==> src/rtl/spike_encoder_pkg.sv <==
// Shared definitions for the spike rate encoder.
//   - Default sizing constants for the encoder and its channels.
//   - FSM state encoding for the encoding-window controller.
//   - addr_width(): width of a channel index; it never returns 0, so a
//     single-channel build still has a 1-bit address port.
package spike_encoder_pkg;

  localparam int unsigned DEF_N_CHANNELS  = 8;
  localparam int unsigned DEF_INTENSITY_W = 4;
  localparam int unsigned DEF_N_TIMESTEPS = 16;

  typedef enum logic {
    IDLE = 1'b0,
    RUN  = 1'b1
  } enc_state_t;

  function automatic int unsigned addr_width(input int unsigned n);
    return (n > 1) ? $clog2(n) : 1;
  endfunction

endpackage

==> src/rtl/spike_rate_encoder_channel.sv <==
// One channel of the spike rate encoder: a first-order sigma-delta modulator.
// Ports:
//   clk, reset  - clock, asynchronous active-high reset
//   wr_en       - load wr_data into the intensity register
//   wr_data     - unsigned intensity
//   acc_clr     - clear the accumulator (window start or abort)
//   spike_clr   - clear the spike output (abort)
//   step        - accept one timestep: acc += intensity, spike = carry-out
//   spike       - registered spike for this channel
// A step uses the intensity held before any write in the same cycle.
module encoder_channel
  import spike_encoder_pkg::*;
#(
  parameter int unsigned INTENSITY_W = DEF_INTENSITY_W
) (
  input  logic                   clk,
  input  logic                   reset,
  input  logic                   wr_en,
  input  logic [INTENSITY_W-1:0] wr_data,
  input  logic                   acc_clr,
  input  logic                   spike_clr,
  input  logic                   step,
  output logic                   spike
);

  logic [INTENSITY_W-1:0] intensity;
  logic [INTENSITY_W-1:0] acc;
  logic [INTENSITY_W:0]   sum;

  assign sum = {1'b0, acc} + {1'b0, intensity};

  always_ff @(posedge clk or posedge reset) begin
    if (reset) begin
      intensity <= '0;
    end else if (wr_en) begin
      intensity <= wr_data;
    end
  end

  always_ff @(posedge clk or posedge reset) begin
    if (reset) begin
      acc   <= '0;
      spike <= 1'b0;
    end else begin
      if (acc_clr) begin
        acc <= '0;
      end else if (step) begin
        acc <= sum[INTENSITY_W-1:0];
      end
      if (spike_clr) begin
        spike <= 1'b0;
      end else if (step) begin
        spike <= sum[INTENSITY_W];
      end
    end
  end

endmodule

==> src/rtl/spike_rate_encoder.sv <==
// Rate-coded spike encoder: converts per-channel intensities into spike trains
// over a window of N_TIMESTEPS steps (spike count ~ intensity*N/2^W).
// Ports:
//   clk, reset           - clock, asynchronous active-high reset
//   wr_en/wr_addr/wr_data - intensity write (any state; bad addresses ignored)
//   start                - begin a window (IDLE only)
//   step_en              - advance one timestep; low stalls
//   abort                - end the window, clearing spikes and accumulators
//   spikes/spikes_valid  - registered spike vector and its one-cycle strobe
//   timestep             - index of the step presented on spikes
//   busy                 - window in progress
//   done                 - pulses with the last step's spikes_valid
module spike_rate_encoder
  import spike_encoder_pkg::*;
#(
  parameter int unsigned N_CHANNELS  = DEF_N_CHANNELS,
  parameter int unsigned INTENSITY_W = DEF_INTENSITY_W,
  parameter int unsigned N_TIMESTEPS = DEF_N_TIMESTEPS
) (
  input  logic                                clk,
  input  logic                                reset,
  input  logic                                wr_en,
  input  logic [addr_width(N_CHANNELS)-1:0]   wr_addr,
  input  logic [INTENSITY_W-1:0]              wr_data,
  input  logic                                start,
  input  logic                                step_en,
  input  logic                                abort,
  output logic [N_CHANNELS-1:0]               spikes,
  output logic                                spikes_valid,
  output logic [7:0]                          timestep,
  output logic                                busy,
  output logic                                done
);

  localparam int unsigned ADDR_W    = addr_width(N_CHANNELS);
  localparam logic [7:0]  LAST_STEP = 8'(N_TIMESTEPS - 1);

  enc_state_t state, state_nx;
  logic [7:0] step_cnt;
  logic       accept;
  logic       begin_win;
  logic       kill;
  logic       last_step;

  always_comb begin
    state_nx  = state;
    accept    = 1'b0;
    begin_win = 1'b0;
    kill      = 1'b0;
    case (state)
      IDLE: begin
        if (start) begin
          state_nx  = RUN;
          begin_win = 1'b1;
        end
      end
      RUN: begin
        if (abort) begin
          state_nx = IDLE;
          kill     = 1'b1;
        end else if (step_en) begin
          accept = 1'b1;
          if (step_cnt == LAST_STEP) begin
            state_nx = IDLE;
          end
        end
      end
      default: state_nx = IDLE;
    endcase
  end

  assign last_step = accept && (step_cnt == LAST_STEP);
  assign busy      = (state == RUN);

  always_ff @(posedge clk or posedge reset) begin
    if (reset) begin
      state <= IDLE;
    end else begin
      state <= state_nx;
    end
  end

  always_ff @(posedge clk or posedge reset) begin
    if (reset) begin
      step_cnt     <= '0;
      timestep     <= '0;
      spikes_valid <= 1'b0;
      done         <= 1'b0;
    end else begin
      spikes_valid <= accept;
      done         <= last_step;
      if (begin_win) begin
        step_cnt <= '0;
      end else if (accept) begin
        step_cnt <= step_cnt + 8'd1;
        timestep <= step_cnt;
      end
    end
  end

  // Out-of-range addresses match no channel, so those writes are dropped.
  for (genvar i = 0; i < N_CHANNELS; i++) begin : g_ch
    encoder_channel #(
      .INTENSITY_W(INTENSITY_W)
    ) u_ch (
      .clk      (clk),
      .reset    (reset),
      .wr_en    (wr_en && (wr_addr == ADDR_W'(i))),
      .wr_data  (wr_data),
      .acc_clr  (begin_win || kill),
      .spike_clr(kill),
      .step     (accept),
      .spike    (spikes[i])
    );
  end

endmodule

==> config.mk <==
export PLATFORM = sky130hd
export DESIGN_NAME = spike_rate_encoder
export DESIGN_NICKNAME = d
export VERILOG_FILES = /design/src/rtl/spike_encoder_pkg.sv /design/src/rtl/spike_rate_encoder_channel.sv /design/src/rtl/spike_rate_encoder.sv
export SDC_FILE = /design/constraint.sdc
export NUM_CORES = 1
export LEC_CHECK = 0
export CORE_ASPECT_RATIO = 0.5
export CORE_MARGIN = 2
export CORE_UTILIZATION = 59
export CTS_CLUSTER_SIZE = 12
export DETAILED_ROUTE_END_ITERATION = 8
export GPL_TIMING_DRIVEN = 0
export PLACE_DENSITY = 0.78
export SYNTH_ARGS = -nofsm -noshare
export SYNTH_HDL_FRONTEND = slang
export SYNTH_HIERARCHICAL = 1
export SYNTH_SLANG_ARGS = --single-unit
==> constraint.sdc <==
create_clock -name clk -period 2.3 [get_ports clk]
set_input_delay 0.46 -clock clk [delete_from_list [all_inputs] [get_ports clk]]
set_output_delay 0.46 -clock clk [all_outputs]
set_load 0.02 [all_outputs]
Word-level counts from Yosys, hierarchy flattened
Index checks and enable logic that the tools add are counted.
- bits in latches: 0
- input bits: 13
- bits in registers: 91
- RAM bits: 0
- word-level logic and storage cells: 108
- output and inout port bits: 19
- bits in read-only memories: 0
- memories kept: 0
- shifts and indexed selects: 0
- div/mod/pow operators: 0
- reduce and logical (&&, ||, !) cells: 15
- eq/ne operators: 8
- muxes and demuxes: 45
- $lt $le $gt $ge: 0
- $mul: 0
- add/subtract/negate cells: 9
- bitwise gates (word level): 2
- operator list (operator ; count):
    4-bit two-way mux ; 16
    4-bit by 4-bit adder with 5-bit output ; 8
    1-bit two-way mux ; 26
    8-bit two-way mux ; 2
    3-bit equality test, second input constant ; 4
    1-bit logical AND ; 9
    8-bit by 1-bit adder with 8-bit output, second input constant ; 1
    8-bit by 4-bit equality test with 1-bit output, second input constant ; 1
    3-bit by 2-bit equality test with 1-bit output, second input constant ; 2
    2-bit nonzero test ; 3
    3-bit by 1-bit equality test with 1-bit output, second input constant ; 1
    3-bit zero test ; 1
    1-bit NOT ; 2
    1-bit case mux with 2 select lines ; 1
    2-bit AND reduction ; 1
    1-bit logical OR ; 1

Longest topological paths before layout
- word-level depth: 5
- mapped depth: 8
- depth with buffers taken out: 6

By module
The synthesis kept the hierarchy.
- by module, submodules not included (module ; area each (sq um) ; sequential area each (sq um) ; cells each ; instances):
    encoder_channel ; 493.0 ; 225.2 ; 43 ; 8
    spike_rate_encoder ; 888.4 ; 475.5 ; 86 ; 1

Least setup slack after synthesis
OpenSTA, ideal clock, no wires.
- kind: flip-flop to flip-flop
- start: reg state, in the netlist busy
- end: reg g_ch[0].u_ch.acc[3]
- arrival: 1.909 ns
- cell stages (with the launch flop): 5
- path buffers: 0
- library setup time: 0.126 ns
- required time: 2.174 ns
- period minus slack after synthesis: 2.036 ns
- setup slack: 0.264 ns
- cells stage by stage: dfrtp_1 and2_1 or2_2 nor3b_1 a311o_1
- longest elaborated chain between the ends: 3
- elaborated cells on any way between the ends: 6
- those cells by class: mux: 4; reduce/logical: 2
- RTL lines (item ; RTL line ; source):
    start: declaration ; spike_rate_encoder.sv:38 ; enc_state_t state, state_nx;
    start signal: assignment ; spike_rate_encoder.sv:79 ; state <= state_nx;
    1-bit two-way mux (*) ; spike_rate_encoder.sv:50 ; case (state)
    via kill ; spike_rate_encoder.sv:42 ; logic kill;
    1-bit logical OR (*) ; spike_rate_encoder.sv:110 ; .acc_clr (begin_win || kill),
    4-bit two-way mux or 2-bit nonzero test (tied branches) ; n/a ;
    end signal: assignment ; spike_rate_encoder_channel.sv:48 ; acc <= sum[INTENSITY_W-1:0];
    end: declaration ; spike_rate_encoder_channel.sv:27 ; logic [INTENSITY_W-1:0] acc;
The timed path passes the listed nets; every way through them passes the cells marked *.
A chain may end at the register's enable or synchronous reset.

Final worst setup path
- start: in abort
- end: reg g_ch[2].u_ch.acc[3]
- elaborated cells on any way between the ends: 7
- those cells by class: mux: 5; reduce/logical: 2
- RTL lines (item ; RTL line ; source):
    start: declaration ; spike_rate_encoder.sv:27 ; input logic abort,
    1-bit two-way mux ; spike_rate_encoder.sv:58 ; if (abort) begin
    1-bit two-way mux ; spike_rate_encoder.sv:50 ;
    via accept ; spike_rate_encoder.sv:40 ; logic accept;
    2-bit nonzero test (no source line) ; n/a ;
    end signal: assignment ; spike_rate_encoder_channel.sv:48 ;
    end: declaration ; spike_rate_encoder_channel.sv:27 ;
The timed path passes the listed nets, and every way through them passes these cells.

==> results.txt <==
The flow ran to the end, and the final reports show no timing, DRC or antenna violations. After floorplanning, the core was divided into 23 placement rows. The worst path in the final design needs a cycle of between 2 and 2.5 ns, including I/O delays and setup. The total global routing overflow came out at 0. The residual antenna-violating net count after detailed routing came out at 0. Dividing total power by cell area gives a power density of slightly below 800 nW/µm². The critical path is of the primary input to flip-flop type.

The worst vdd rail ir drop came out at just over 500 µV. The total area inside the core boundary comes to ~8000 µm². The number of library cell types mapped by synthesis is 39.

The total wirelength of the detailed-routed design is about 9500 µm. Along the worst path, the maximum fanout reaches 19. The number of cells on the worst reg-to-reg path came out at 8. In the final layout, the share of cells above drive strength 1 is between 10% and 20%.

The count of final hold-check violations is 0. The final max-slew violation count came out at 0. In this run, placement finished with an instance count of 573. Sorting the synthesized cells by area gives the leading types as sky130_fd_sc_hd__dfrtp_1 47%, sky130_fd_sc_hd__ha_1 8.5%, sky130_fd_sc_hd__mux2_2 6.8%.

The clock-pin transition on the worst setup and hold timing paths is 0.06 ns. The number of enable-type register cells in the synthesized netlist is 0. The detailed placer's ending HPWL is roughly 6300 µm.

CTS placed an instance of sky130_fd_sc_hd__clkbuf_16 at the clock tree root. After the first detailed-routing iteration, the DRC count stood at approximately 120. Global routing used between 20% and 30% of the available tracks across all layers. The wire length of the first global-routing pass came out at around 16000 µm.

The total of flip-flops plus latches after synthesis came out at roughly 90. In the routed layout, each cell is associated on average with a via count of 5.65. The category of the worst setup path capture point is a flip-flop.

The final total power came out at around 4.4 mW. The routed wirelength normalized by instance count is between 15 and 20 µm. The final number of setup-violating endpoints came out at 0. The most used flip-flop cell after synthesis is sky130_fd_sc_hd__dfrtp_1. The die covers roughly 9000 µm². The hold path depth came out at 2. The data arrival at the endpoint of the critical path came out at approximately 2.5 ns. The number of antenna cells inserted came out at 0. The maximum count of clock buffers along a single path came out at 2.

The fraction of registers with async set/reset came out at 100%. Across the run, the number of max-cap violations was 0. The share of the clock period used by the worst path after layout is between 90% and 100%. Yosys printed 6 warnings.

Setup repair after global routing left no endpoint under its margin. During I/O placement, the number of pins put on the boundary was 32. The routability congestion estimate from global placement came out at approximately 0.82. Hold is met by approximately 0.47 ns. The fraction of post-synthesis cell area in the top cell type by area came out at 47.1%. The measured slew at the worst slew-check pin came out at ~0.7 ns.

The post-synthesis net count came out at 484. OpenSTA, run right after detailed placement, puts the worst setup slack at -0.759 ns. The sequential-to-total area share from yosys stat came out at roughly 47%.

Excluding fillers, the count of instances in the completed layout stands at 590. The pin count of the biggest net entering global routing is 25. The via total after detailed routing came out at ~3300. The number of antenna violations at the first check in global routing came out at 0. The average size of a mapped cell came out at ~11 µm².

STA puts the critical path data required time at about 2.6 ns. The total number of nets in the final design came out at about 530. Ranked by instance count, the synthesized netlist is headed by 91 x sky130_fd_sc_hd__dfrtp_1, 45 x sky130_fd_sc_hd__inv_1, 39 x sky130_fd_sc_hd__nor2_1. Once layout is complete, the utilization of the core stands at between 70% and 80%. Port buffering added 31 buffers. Setup slack closes at approximately 0.12 ns.

The analysis attributes to cell leakage a power of around 2.4 nW. Measured against its own limit, the worst slew margin works out to a little over half. The initial core utilization came out at about three fifths. The TritonCTS sink count came out at 91.

The summed instance area of the synthesized netlist came out at around 4800 µm². STA classifies the critical path startpoint as a primary input. The floorplan step set the die height to slightly below 70 µm. The H-tree depth reported by CTS came out at 3.

In this run the worst hold path is classified as flip-flop to flip-flop. The number of DRC violations after detailed routing came out at 0. Compared with the post-synthesis result, the final layout area differs by 16.0%.

The later pin in the worst-skew pair is clocked with a latency of ~0.34 ns. The most frequent cell after synthesis is sky130_fd_sc_hd__dfrtp_1. The highest clock rate came out at roughly 460 MHz. The floorplan step set the die width to around 130 µm.

The number of global-route vias before repair was roughly 3300. The total CTS buffers is 9. After technology mapping, the gate count stands at between 400 and 500. sky130_fd_sc_hd__dfrtp_1 takes more of the synthesized area than any other cell. TritonCTS built the clock tree. The number of detailed-routing iterations run before antenna repair came out at 4. For the final database, setup skew stands at slightly below 0.01 ns.
## report_power, final
group | internal, mW | leakage (nW) | switching (mW)
clock | 0.821 | 0.142 | 0.594
combinational | 0.491 | 1.05 | 0.564
sequential | 1.83 | 1.19 | 0.149
## registers in the layout, summed over array words and instances (netlist names)
name and cells:
g_ch.u_ch/spike 8, done 1, g_ch.u_ch/intensity 32, g_ch.u_ch/acc 32, spikes_valid 1, busy 1, step_cnt 8, timestep 8
## area by class of cell
| type | count | area, µm² |
|---|---|---|
| well taps | 112 | 140 |
| clock buffers | 13 | 270 |
| repair buffers | 32 | 318 |
| plain buffers | 9 | 67.6 |
| clock inverters | 3 | 21.3 |
| flip-flops and latches | 91 | 2280 |
| inverters | 53 | 203 |
| multi-input cells | 277 | 2310 |
| fillers | 608 | 2360 |
## cells by family after synthesis
group	Yosys count	synth area share, %
simple gates	111	12.0
flops	91	47.1
compound gates	68	11.3
buf+inv	63	5.54
mux	46	10.3
fa+ha+maj	41	11.9
xor+xnor	10	1.81
## timing repair
item | in CTS | in global routing
pin swaps | 1 | 0
endpoints found under the setup margin | 33 | 5
setup buffers | 1 | 0
gates resized for setup | 2 | 3
cloned | 1 | 0
hold buffers | 0 | 0
## cells in the final DEF, fill, tap and decap left out, types with 9 or more instances in the layout
master	instances
sky130_fd_sc_hd__nor2_1	39
sky130_fd_sc_hd__mux2i_1	17
sky130_fd_sc_hd__buf_4	9
sky130_fd_sc_hd__ha_1	33
sky130_fd_sc_hd__clkbuf_16	9
sky130_fd_sc_hd__inv_1	44
sky130_fd_sc_hd__nor2b_1	9
sky130_fd_sc_hd__nand2_1	15
sky130_fd_sc_hd__mux2_2	29
sky130_fd_sc_hd__nor3b_1	16
sky130_fd_sc_hd__o21ai_0	23
sky130_fd_sc_hd__dfrtp_1	91
sky130_fd_sc_hd__clkdlybuf4s50_1	31
sky130_fd_sc_hd__nand3_1	12
## metal layers
| metal | track usage, % | part of all wire (%) | vias up |
|---|---|---|---|
| li1 | - | - | 1594 |
| met1 | 30.6 | 47 | 1656 |
| met2 | 39.5 | 48 | 68 |
| met3 | 6.37 | 4.2 | 14 |
| met4 | 6.25 | 1.3 | 0 |
| met5 | 0 | 0 | - |
## per-stage QoR
step / TNS (ns) / cell area, µm²
finish: 0 / 5610
global route: 0 / 5610
CTS: 0 / 5590
detailed placement: -17.78 / 5280
global placement: -18.41 / 5280
floorplan: 0 / 4830
## critical path, stage by stage
cell and delay (ns):
sky130_fd_sc_hd__clkdlybuf4s50_1 0.46, sky130_fd_sc_hd__nand3b_1 0.18, sky130_fd_sc_hd__clkbuf_4 0.24, sky130_fd_sc_hd__clkinvlp_4 0.09
sky130_fd_sc_hd__buf_4 0.19, sky130_fd_sc_hd__buf_4 0.20, sky130_fd_sc_hd__clkinv_1 0.14, sky130_fd_sc_hd__a2111oi_4 0.33
sky130_fd_sc_hd__a311o_1 0.16
## worst paths after layout
| kind | startpoint | end | slack (ns) |
|---|---|---|---|
| hold / removal | timestep[4] | timestep[4] | 0.47 |
| max in group asynchronous | reset | timestep[4] | 0.93 |
| setup / recovery | abort | g_ch[2].u_ch/acc[3] | 0.12 |
| hold reg to reg | timestep[4] | timestep[4] | 0.47 |
| setup reg to reg | busy | g_ch[2].u_ch/acc[3] | 0.29 |
| min in group asynchronous | reset | g_ch[5].u_ch/acc[1] | 0.75 |
Power figures use the tool's default switching activity.
